<file path="config.mk">
export PLATFORM = sky130hd
export DESIGN_NAME = mux_nx1_rr_flat
export DESIGN_NICKNAME = d
export VERILOG_FILES = /design/src/rtl/mux_nx1_rr_if.sv /design/src/rtl/mux_nx1_rr.sv /design/src/flat_wrapper.sv
export SDC_FILE = /design/constraint.sdc
export NUM_CORES = 1
export LEC_CHECK = 0
export ABC_CLOCK_PERIOD_IN_PS = 4400
export CORE_MARGIN = 2
export CORE_UTILIZATION = 35
export DETAILED_ROUTE_END_ITERATION = 12
export PLACE_DENSITY_LB_ADDON = 0.05
export SYNTH_ARGS = -nofsm -noshare
export SYNTH_HDL_FRONTEND = slang
export SYNTH_SLANG_ARGS = --single-unit
</file>
<file path="constraint.sdc">
create_clock -name clk -period 4.4 [get_ports clk]
set_input_delay 0.66 -clock clk [delete_from_list [all_inputs] [get_ports clk]]
set_output_delay 0.66 -clock clk [all_outputs]
set_load 0.02 [all_outputs]
</file>
<file path="src/rtl/mux_nx1_rr_if.sv">
// Handshake bundle for mux_nx1_rr: N producer channels in, one registered consumer port out.
// The slave modport is the mux; the master modport is the producers/consumer side.
interface mux_nx1_rr_if #(
    parameter int N = 4,
    parameter int W = 8
);
    localparam int SW = $clog2(N);

    logic [N*W-1:0] in_data;
    logic [N-1:0]   in_valid;
    logic [N-1:0]   in_ready;
    logic           mode;
    logic [SW-1:0]  sel;
    logic [W-1:0]   out_data;
    logic [SW-1:0]  out_chan;
    logic           out_valid;
    logic           out_ready;

    modport slave (
        input  in_data,
        input  in_valid,
        output in_ready,
        input  mode,
        input  sel,
        output out_data,
        output out_chan,
        output out_valid,
        input  out_ready
    );

    modport master (
        output in_data,
        output in_valid,
        input  in_ready,
        output mode,
        output sel,
        input  out_data,
        input  out_chan,
        input  out_valid,
        output out_ready
    );
endinterface

</file>
<file path="src/rtl/mux_nx1_rr.sv">
// N:1 valid/ready multiplexer with fixed or round-robin channel selection feeding
// a single registered output stage (one-cycle latency, full throughput).
module mux_nx1_rr #(
    parameter int N = 4,
    parameter int W = 8
) (
    input  logic           clk,
    input  logic           rst,
    mux_nx1_rr_if.slave    bus
);
    localparam int SW = $clog2(N);
    localparam logic [SW:0]   N_EXT   = (SW+1)'(N);
    localparam logic [SW-1:0] PTR_RST = SW'(N - 1);

    logic [W-1:0]  r_out_data;
    logic [SW-1:0] r_out_chan;
    logic          r_out_valid;
    logic [SW-1:0] r_ptr;

    logic          w_load;
    logic          w_gvalid;
    logic [SW-1:0] w_gidx;
    logic [SW:0]   w_idx;
    logic [N-1:0]  w_in_ready;

    assign w_load = !r_out_valid || bus.out_ready;

    // Grant selection: direct index in fixed mode, rotating search after r_ptr in round-robin mode.
    always_comb begin
        w_gvalid = 1'b0;
        w_gidx   = '0;
        w_idx    = '0;
        if (bus.mode == 1'b0) begin
            if (int'(bus.sel) < N) begin
                w_gvalid = bus.in_valid[bus.sel];
                w_gidx   = bus.sel;
            end else begin
                w_gvalid = 1'b0;
                w_gidx   = '0;
            end
        end else begin
            for (int k = 1; k <= N; k++) begin
                w_idx = {1'b0, r_ptr} + (SW+1)'(k);
                if (w_idx >= N_EXT) begin
                    w_idx = w_idx - N_EXT;
                end else begin
                    w_idx = w_idx;
                end
                if (!w_gvalid && bus.in_valid[w_idx[SW-1:0]]) begin
                    w_gvalid = 1'b1;
                    w_gidx   = w_idx[SW-1:0];
                end else begin
                    w_gvalid = w_gvalid;
                    w_gidx   = w_gidx;
                end
            end
        end
    end

    // Ready is the one-hot grant, gated by output-stage space and reset.
    always_comb begin
        w_in_ready = '0;
        if (w_gvalid && w_load && !rst) begin
            w_in_ready = N'(1) << w_gidx;
        end else begin
            w_in_ready = '0;
        end
    end

    // Output stage and round-robin pointer; r_ptr only advances on round-robin transfers.
    always_ff @(posedge clk) begin
        if (rst) begin
            r_out_valid <= 1'b0;
            r_out_data  <= '0;
            r_out_chan  <= '0;
            r_ptr       <= PTR_RST;
        end else if (w_load) begin
            if (w_gvalid) begin
                r_out_valid <= 1'b1;
                r_out_data  <= bus.in_data[w_gidx*W +: W];
                r_out_chan  <= w_gidx;
                if (bus.mode == 1'b1) begin
                    r_ptr <= w_gidx;
                end else begin
                    r_ptr <= r_ptr;
                end
            end else begin
                r_out_valid <= 1'b0;
            end
        end else begin
            r_out_valid <= r_out_valid;
        end
    end

    assign bus.in_ready  = w_in_ready;
    assign bus.out_data  = r_out_data;
    assign bus.out_chan  = r_out_chan;
    assign bus.out_valid = r_out_valid;

endmodule

</file>
<file path="src/flat_wrapper.sv">
// flat-port wrapper written by rule: the top's interface ports become plain ports
module mux_nx1_rr_flat 
#(
    parameter int N = 4,
    parameter int W = 8
)
  (clk, rst, bus_in_data, bus_in_valid, bus_in_ready, bus_mode, bus_sel, bus_out_data, bus_out_chan, bus_out_valid, bus_out_ready);
  mux_nx1_rr_if #(.N(N), .W(W)) bus_i ();
  input  logic clk;
  input  logic rst;
  input wire logic [$bits(bus_i.in_data)-1:0] bus_in_data;
  input wire logic [$bits(bus_i.in_valid)-1:0] bus_in_valid;
  output wire logic [$bits(bus_i.in_ready)-1:0] bus_in_ready;
  input wire logic [$bits(bus_i.mode)-1:0] bus_mode;
  input wire logic [$bits(bus_i.sel)-1:0] bus_sel;
  output wire logic [$bits(bus_i.out_data)-1:0] bus_out_data;
  output wire logic [$bits(bus_i.out_chan)-1:0] bus_out_chan;
  output wire logic [$bits(bus_i.out_valid)-1:0] bus_out_valid;
  input wire logic [$bits(bus_i.out_ready)-1:0] bus_out_ready;
  assign bus_i.in_data = bus_in_data;
  assign bus_i.in_valid = bus_in_valid;
  assign bus_in_ready = bus_i.in_ready;
  assign bus_i.mode = bus_mode;
  assign bus_i.sel = bus_sel;
  assign bus_out_data = bus_i.out_data;
  assign bus_out_chan = bus_i.out_chan;
  assign bus_out_valid = bus_i.out_valid;
  assign bus_i.out_ready = bus_out_ready;
  mux_nx1_rr #(.N(N), .W(W)) u_core (.clk(clk), .rst(rst), .bus(bus_i));
endmodule
</file>
**After elaboration in Yosys (flattened, before gate mapping)**

Index checks and enable logic that the tools add are counted.

- Register bits: 13
- Latch bits: 0
- RAM bits: 0
- Memory bits (read-only): 0
- Memories kept: 0

- Add/sub/neg operators: 8
- Multiply operators: 0
- Div/mod/pow operators: 0
- Magnitude comparators: 9
- Equality and inequality tests: 0
- Shift operators: 2
- Multiplexer cells: 33
- Bitwise operators: 0
- Reductions and logical operators: 13

Operator list:

| operator | count |
|---|---|
| $shiftx A32 B6 Y8 | 1 |
| $mux W2 | 13 |
| $lt A2 B3 Y1 const B | 5 |
| $mux W1 | 14 |
| $ge A3 B3 Y1 const B | 4 |
| $bmux W1 S2 | 5 |
| $sub A2 B1 Y2 const B | 4 |
| $add A2 B2 Y3 const B | 2 |
| $logic_and A1 B1 Y1 | 5 |
| $logic_not A1 Y1 | 5 |
| $mux W4 | 1 |
| $shl A1 B2 Y4 const A | 1 |
| $add A2 B1 Y3 const B | 1 |
| $add A2 B3 Y3 const B | 1 |
| $reduce_and A3 Y1 | 1 |
| $reduce_and A2 Y1 | 1 |
| $logic_or A1 B1 Y1 | 1 |

**Logic depth before layout (Yosys ltp)**

- Depth in word-level cells: 23
- Mapped depth: 8
- Mapped depth without buffers: 6

**Worst setup path after synthesis**

OpenSTA, ideal clock, no wires.

- Path type: input-to-output
- Start point: in bus_mode
- End point: out bus_in_ready[3]
- Data arrival time: 2.020 ns
- Required time: 3.740 ns
- Path slack: 1.720 ns
- Stages on the path: 8
- Path buffers: 2
- Cells stage by stage: buf_2 nor4b_1 o21bai_1 o211a_1 and2_1 buf_2 nand2_1 nor2_1

- Longest elaborated chain between the ends: 4
- Elaborated cells between the ends (all ways): 6
- Those cells by class: shift (1); mux (3); reduce/logical (2)

RTL lines:

| element | RTL line | RTL |
|---|---|---|
| from (decl) | flat_wrapper.sv:14 | `input wire logic [$bits(bus_i.mode)-1:0] bus_mode;` |
| $mux W1 | mux_nx1_rr.sv:33 | `if (bus.mode == 1'b0) begin` |
| $logic_and A1 B1 Y1 (2 in a row) | mux_nx1_rr.sv:63 | `if (w_gvalid && w_load && !rst) begin` |
| $mux W4 (*) | mux_nx1_rr.sv:63 |  |
| to (decl) | flat_wrapper.sv:13 | `output wire logic [$bits(bus_i.in_ready)-1:0] bus_in_ready;` |

Every way passes the cells marked *; elsewhere a longest branch is shown, timed or not.

**Worst setup path after layout**

- Start point: in bus_mode
- End point: out bus_in_ready[0]

The elaborated chain is that of the path after synthesis.

==> results.cfg <==
[status]
status = finished, final reports clean

[worst_setup_path]
critPathMostFrequentCell = clkdlybuf4s50_1
crit_required_ns = 3.74
critPathMaxFanout = 11
path_cells = clkdlybuf4s50_1 > nor4b_1 > o21bai_1 > o211a_1 > and2_1 > nand2b_1 > nor2b_1 > clkdlybuf4s50_1
crit_slowest_cell = clkdlybuf4s50_1
worst-path-buf-inv = 2
critical_path.endpoint_type = output pin
critPathKind = in -> out
cp.arrival_ns = 3.16
critPathLaunchType = primary input
critPathTopFamily = buffers and inverters
worst_path_largest_cell_delay_ns = 0.61

[clocking]
cts_htree_levels = 1
cts_hold_buf = 0
clk-insertion-delay-late_ns = 0.27
clock_sinks = 13
cts_max_path_buffers = 2
cts_root_buffer = clkbuf_4
clkTransAtPathRegs_ns = 0.08
cts_buffers = 3
cts_setup_buffers = 0
cts-resized-gates = 0
cts_tree = yes

[global_routing]
grt_pass1_wl_mm = 3.53
antenna_found_initial = 0
track_usage_pct = 16.9
grt_max_degree = 14
grt_overflow = 0
grt_pass1_vias = 832

[layout]
stdcell_count = 184
drive_above_1_share_pct = 5.19
layout_commonest_cell = clkdlybuf4s50_1
antenna_cells = 0
fill_cells = 227
fin_area_um2 = 1510
final_cell_mix = clkdlybuf4s50_1, mux2i_1, dfxtp_1
syn_to_final_growth_pct = 66.7
nets = 197

[synthesis]
synthAdderAreaFrac_pct = 0
yosysWarnings = 0
yosysUniqueCellTypes = 29
synth_area_um2 = 905
synth_seq_cells = 13
synth-compound-area-share_pct = 22.1
seq_area_frac_synth_pct = 28.8
synth_top_family_by_area = multiplexers
syn_avg_cell_area_um2 = 9.23
postSynthCellCount = 98
synth_xor_area_share_pct = 0
synthMuxAreaShare_pct = 28.8
syn-num-nets = 140
synthSimpleGateAreaFrac_pct = 13.8

[timing]
period_needed_ns = 3.82
finalSetupViolCount = 0
hold_viol_final = 0
hold_ws_ns = 0.479
fin_tns_setup_ns = 0
finalClockSkew_ns = 0.000267
final-max-slew-violation-count = 0
max_freq_mhz = 261
slew_headroom_pct = 61.4
worstMarginPinSlew_ns = 0.579
grt_setup_unrepaired = no
timing.final.crit_share_pct = 86.9

[die]
fp.dieW_um = 54.8
die_area_um2 = 3010
start_util_pct = 36.9
fp-row-count = 18
pin_count = 57
core_um2 = 2450
die_h_um = 54.8

[place]
dpl-instance-area_um2 = 1480
placed_cells = 180
place_congestion = 0.762
place_hpwl_mm = 1.94
port_buffers = 56

[power_and_ir_drop]
power_mw = 0.380
leakage_nw = 0.628
powerDensity_nw_per_um2 = 252
vdd_drop_max_mv = 0.140

[route]
wl_per_cell_um = 13.3
routed_wl_mm = 2.45
viasPerCell = 5.08
drc = 0
dr.pass1.iters = 4
vias = 935
antenna_left = 0
drtIter0Drc = 17

[run]
cap_violations = 0

[hold_path]
hold_class = reg -> reg
[sequential cells by signal, indices dropped and copies added (netlist names)]
signal	flops
u_core.bus.out_data	8
u_core.r_ptr	2
u_core.bus.out_chan	2
u_core.bus.out_valid	1
[final cells by class]
cell class,count,area (um^2),area share [%]
clock buffer,4,26.3,1.74
inverter,5,18.8,1.24
multi-input combinational,75,597,39.6
sequential,13,260,17.3
tap,30,37.5,2.49
timing repair buffer,57,568,37.7
[synthesized netlist by cell type]
library cell | count | area (um^2)
a211oi_1 | 1 | 7.51
o21ai_0 | 3 | 15.0
buf_6 | 2 | 22.5
a22oi_1 | 1 | 7.51
nand2b_1 | 4 | 25.0
buf_4 | 1 | 7.51
o31ai_1 | 1 | 7.51
a31o_2 | 1 | 8.76
nor2b_1 | 2 | 12.5
buf_2 | 2 | 10.0
dfxtp_1 | 13 | 260
o22ai_1 | 1 | 6.26
and3_1 | 1 | 6.26
a22o_1 | 8 | 70.1
nand3_1 | 3 | 15.0
and2_1 | 1 | 6.26
o2111ai_1 | 1 | 8.76
nor2_1 | 8 | 30.0
inv_1 | 4 | 15.0
nand2_1 | 3 | 11.3
nor4b_1 | 1 | 8.76
inv_2 | 1 | 3.75
o221a_4 | 1 | 20.0
mux2i_1 | 26 | 260
nor3_1 | 2 | 10.0
a21oi_1 | 3 | 15.0
o21bai_1 | 1 | 7.51
o211a_1 | 1 | 10.0
o32ai_2 | 1 | 16.3
[through the flow]
stage	utilization (%)	worst slack [ns]
floorplan	-	1.72
detailed placement	60.3	0.572
global route	61.4	0.403
global placement	60.3	0.628
CTS	61.4	0.556
finish	61.4	0.575
[where the power goes]
part | total [mW] | internal, mW | switching [mW]
logic | 0.168 | 0.0951 | 0.0725
registers | 0.140 | 0.131 | 0.00915
clock network | 0.0720 | 0.0351 | 0.0369
[cells by family after synthesis]
logic type             after synthesis
multiplexers                        26
buffers and inverters               10
AND/OR/NAND/NOR                     25
AO/OA/AOI/OAI                       24
flip-flops                          13
[final timing paths]
check | from | endpoint | slack [ns] | depth (start not counted)
setup / recovery | bus_mode | bus_in_ready[0] | 0.58 | 8
hold / removal | u_core.bus.out_data[4] | u_core.bus.out_data[4] | 0.48 | 1
setup reg to reg | u_core.r_ptr[0] | u_core.bus.out_data[2] | 2.18 | 6
hold reg to reg | u_core.bus.out_data[4] | u_core.bus.out_data[4] | 0.48 | 1
[routing by layer]
metal	track usage, %	share of wire [%]	wire, um	vias up
li1	-	-	-	481
met1	19.8	43	1050	412
met2	28.0	47	1140	40
met3	5.46	9.7	237	2
met4	7.50	0.82	20	0
met5	0	0	0	-
[worst reg2reg max path, delay by kind of cell, from the launching register on]
kind,cells,cell delay (ns)
AO/OA/AOI/OAI,3,1.11
buffers and inverters,1,0.34
flip-flops,1,0.36
multiplexers,2,0.30
No activity file was read; power rests on OpenSTA's default activity.
==> patch 1: new RTL, same flow settings <==
`W` is set to 8 in 3 places; all go to 12.
--- a/src/rtl/mux_nx1_rr_if.sv
+++ b/src/rtl/mux_nx1_rr_if.sv
@@ -2,7 +2,7 @@
 // The slave modport is the mux; the master modport is the producers/consumer side.
 interface mux_nx1_rr_if #(
     parameter int N = 4,
-    parameter int W = 8
+    parameter int W = 12
 );
     localparam int SW = $clog2(N);
 
--- a/src/rtl/mux_nx1_rr.sv
+++ b/src/rtl/mux_nx1_rr.sv
@@ -2,7 +2,7 @@
 // a single registered output stage (one-cycle latency, full throughput).
 module mux_nx1_rr #(
     parameter int N = 4,
-    parameter int W = 8
+    parameter int W = 12
 ) (
     input  logic           clk,
     input  logic           rst,
--- a/src/flat_wrapper.sv
+++ b/src/flat_wrapper.sv
@@ -2,7 +2,7 @@
 module mux_nx1_rr_flat 
 #(
     parameter int N = 4,
-    parameter int W = 8
+    parameter int W = 12
 )
   (clk, rst, bus_in_data, bus_in_valid, bus_in_ready, bus_mode, bus_sel, bus_out_data, bus_out_chan, bus_out_valid, bus_out_ready);
   mux_nx1_rr_if #(.N(N), .W(W)) bus_i ();
Ports: changed (resized bus_in_data and bus_out_data); port bits go from 57 to 77. The function was not compared with the original's and may differ.
==> patch 1 against the unedited design <==
Total power is 39% higher; wire length is 46% higher; sequential power is 34% higher; core utilization is 0.57 points lower; synthesized cell count is 32% higher; sequential cell count is 4 higher; final area is 38% higher; worst setup slack better by 0.36 ns; sequential share of layout area is 0.89 points lower; largest cell class unchanged; maximum frequency is 10% higher; area after synthesis is 41% higher; clock skew is 0.00066 ns higher; clock power is 28% higher.
==> patch 1: results (changes against the unedited design) <==
status finished clean; peak supply drop 0.000123 V (-12%); CP max FO 8 (-3); Inst Count DP 245 (+36%); Synth Area in Adders 0% (unchanged); share of layout cells above drive strength 1 13.3% (+8.1 points); Slowest-stage cell, CP clkdlybuf4s50_1; leak pwr 0.842 nW (+34%); xor-xnor portion of the synthesized cell area 0.688% (+0.69 points); WL met2 1.77 mm (+56%); post-synthesis mux area share 22.1% (-6.7 points); Post-Syn Area per Cell 9.87 um2 (+7.0%); number of buffers added on ports 76 (+36%); Sw Share 35.1% (+3.9 points); Synth top cells by count mux2i_1 (27), dfxtp_1 (17), o21bai_1 (12), a221oi_2 (9), nor2_1 (9); Clk pin slew, worst setup/hold paths 0.11 ns (+0.03 ns); post-synthesis sequential area ratio 26.7% (-2.0 points); clock skew 0.000932 ns (+0.000665 ns); metal3 WL 312 um (+32%); initial antenna violation count 0 (unchanged); count of cell types in the netlist 34 (+17%); Compound-Gate Fraction of Synth Area 30.6% (+8.4 points); power density cells 254 nW/um2 (+0.72%); met1 Usage GRT 20.2% (+0.40 points); first-pass GRT wire length 5.80 mm (+64%); GRT Util Overall 17.6% (+0.62 points); leading post-synthesis cells by cell area dfxtp_1 (27%), mux2i_1 (21%), a221oi_2 (11%); seq pwr 0.187 mW (+34%); Final setup viols 0 (unchanged); Synth Net Count 187 (+34%); Final Net Count 262 (+33%); Crit path max-delay family buffers and inverters; max FFs per register 12 (+4); # Post-CTS Setup Buffers 0 (unchanged); Vias 1294 (+38%); largest net degree at the start of global routing 22 (+8); gpl congestion 0.810 (+6.3%); grt met3 use 5.28% (-0.18 points); Post-DP Area 2050 um2 (+38%); Ys Warns 0 (unchanged); H-tree levels 1 (unchanged); post-DR wirelength/cell 14.3 um (+7.9%); CP peak stage delay 0.66 ns (+0.05 ns); Clk. pwr 0.0920 mW (+28%); via/cell ratio 5.20 (+2.3%); M2 GR Usage 31.4% (+3.4 points); crit path DAT 2.81 ns (-0.35 ns); Max Used Layer met4; total CTS buffers 3 (unchanged); worst skew pair latency 0.30 ns (+0.03 ns); DR iter-0 viols 38 (+21); # fillers 325 (+43%); max_slew headroom 54.7% (-6.6 points); Final HPWL DP 2.79 mm (+43%); DR pass1 iterations 3 (-1); Root Buffer clkbuf_4; wl on met1 1.45 mm (+39%)
==> patch 1: layout make-up <==
cell class              instances  area (um2)  area share [%]
well taps                      46        57.6            2.77
multi-input cells              99         847            40.8
inverters                       2        7.51           0.361
repair buffers                 81         798            38.4
clock inverters                 1        5.00           0.241
flip-flops and latches         17         340            16.4
clock buffers                   3        22.5            1.08
==> patch 1: worst paths after layout <==
check	slack [ns]	depth (start not counted)	end	from
worst max-delay path	0.93	7	bus_in_ready[3]	bus_in_valid[3]
worst min-delay path	0.50	2	u_core.bus.out_chan[1]$_SDFFE_PP0P_	u_core.bus.out_chan[1]$_SDFFE_PP0P_
worst max register to register	2.52	7	u_core.bus.out_data[11]$_SDFFE_PP0P_	u_core.r_ptr[0]$_SDFFE_PP1P_
worst min register to register	0.50	2	u_core.bus.out_chan[1]$_SDFFE_PP0P_	u_core.bus.out_chan[1]$_SDFFE_PP0P_
==> patch 2: new RTL, same settings <==
Without the edit above. Reset style: asynchronous (`rst`), changed in one clocked block.
--- a/src/rtl/mux_nx1_rr.sv
+++ b/src/rtl/mux_nx1_rr.sv
@@ -68,7 +68,7 @@
     end
 
     // Output stage and round-robin pointer; r_ptr only advances on round-robin transfers.
-    always_ff @(posedge clk) begin
+    always_ff @(posedge clk or posedge rst) begin
         if (rst) begin
             r_out_valid <= 1'b0;
             r_out_data  <= '0;
Function: differs if rst is asserted again (counterexample within 4 cycles, from zero or initial values and one cycle with rst high); with rst held inactive, the same outputs for 10 cycles.
==> patch 2 against the unedited design <==
Wire length is 100% higher; sequential cell count stayed put; core utilization is 10 points lower; area after synthesis is 67% higher; final area is 39% higher; hold slack better by 0.015 ns; synthesized cell count is 95% higher; combinational power grew to 2.6 times the old value; first-iteration DRC count grew to 5.2 times the old value; total power is 96% higher; worst setup slack better by 0.12 ns; die area is 62% higher; largest power group unchanged; highest routed layer unchanged.
==> patch 2: results (changes against the unedited design) <==
status finished clean; DR iter-0 viols 88 (+71); Min-Delay Startpoint u_core.bus.out_data[2]$_DFFE_PP0P_; sw power 0.315 mW (+170%); WHS 0.494 ns (+0.0149 ns); clock skew 0.00298 ns (+0.00272 ns); Data buffer area share 29.2% (-8.5 points); Clk pin slew, worst setup/hold paths 0.05 ns (-0.03 ns); Clock buf/inv share 2.15% (+0.40 points); post-synthesis sequential area ratio 21.7% (-7.1 points); Root Buffer clkbuf_8; leak pwr 0.816 nW (+30%); asr flop ratio synth 100% (+100 points); post-DR wirelength/cell 17.0 um (+28%); GRT Util Overall 19.8% (+2.8 points); Final Net Count 282 (+43%); Clk. pwr 0.106 mW (+47%); leading post-synthesis cells by cell area dfrtp_1 (18%), nand2_1 (11%), o221ai_2 (9.9%); design area 2100 um2 (+39%); sequential cell area share 15.6% (-1.6 points); wl on met1 2.38 mm (+130%); r2r endpoint u_core.bus.out_data[6]$_DFFE_PP0P_; RR Startpoint u_core.r_ptr[1]$_DFFE_PP1P_; Worst Setup SP bus_in_valid[3]; combinational power 0.441 mW (+160%); hold path endpoint u_core.bus.out_data[2]$_DFFE_PP0P_; Hold Path Depth 2 (+1); clock power share 14.2% (-4.8 points); metal3 WL 220 um (-7.2%); largest net degree at the start of global routing 33 (+19); count of cell types in the netlist 34 (+17%); multi-input logic area 975 um2 (+63%); comb_multi_in 139 (+85%); worst skew pair latency 0.24 ns (-0.03 ns); worst slew pin tran 1.23 ns (+0.654 ns); # fillers 399 (+76%); vias in the first global route 1559 (+87%)
==> patch 2: cells by family (layout without fill, tap and decap cells) <==
logic type	after synthesis	in the layout	synth area share (%)
and+or+nand+nor	82	82	26.4
AOI/OAI and AO/OA	54	54	35.2
buffers and inverters	39	87	13.8
DFF	13	13	21.7
muxes	3	3	2.90
==> patch 2: worst max-delay path: stages <==
cell and delay (ns):
clkdlybuf4s50_1 0.68, mux4_2 0.30, a21oi_1 0.09, or2_1 0.35, nor4_1 0.32, clkdlybuf4s50_1 0.65
==> patch 2: stage by stage <==
step / cells / utilization (%) / setup slack [ns]
after global routing: 289 / 51.3 / 0.518
after CTS: 289 / 51.3 / 0.682
after global placement: 285 / 50.2 / 0.786
after detailed placement: 285 / 50.2 / 0.689
final: 289 / 51.3 / 0.696
after floorplan: 191 / - / 1.60
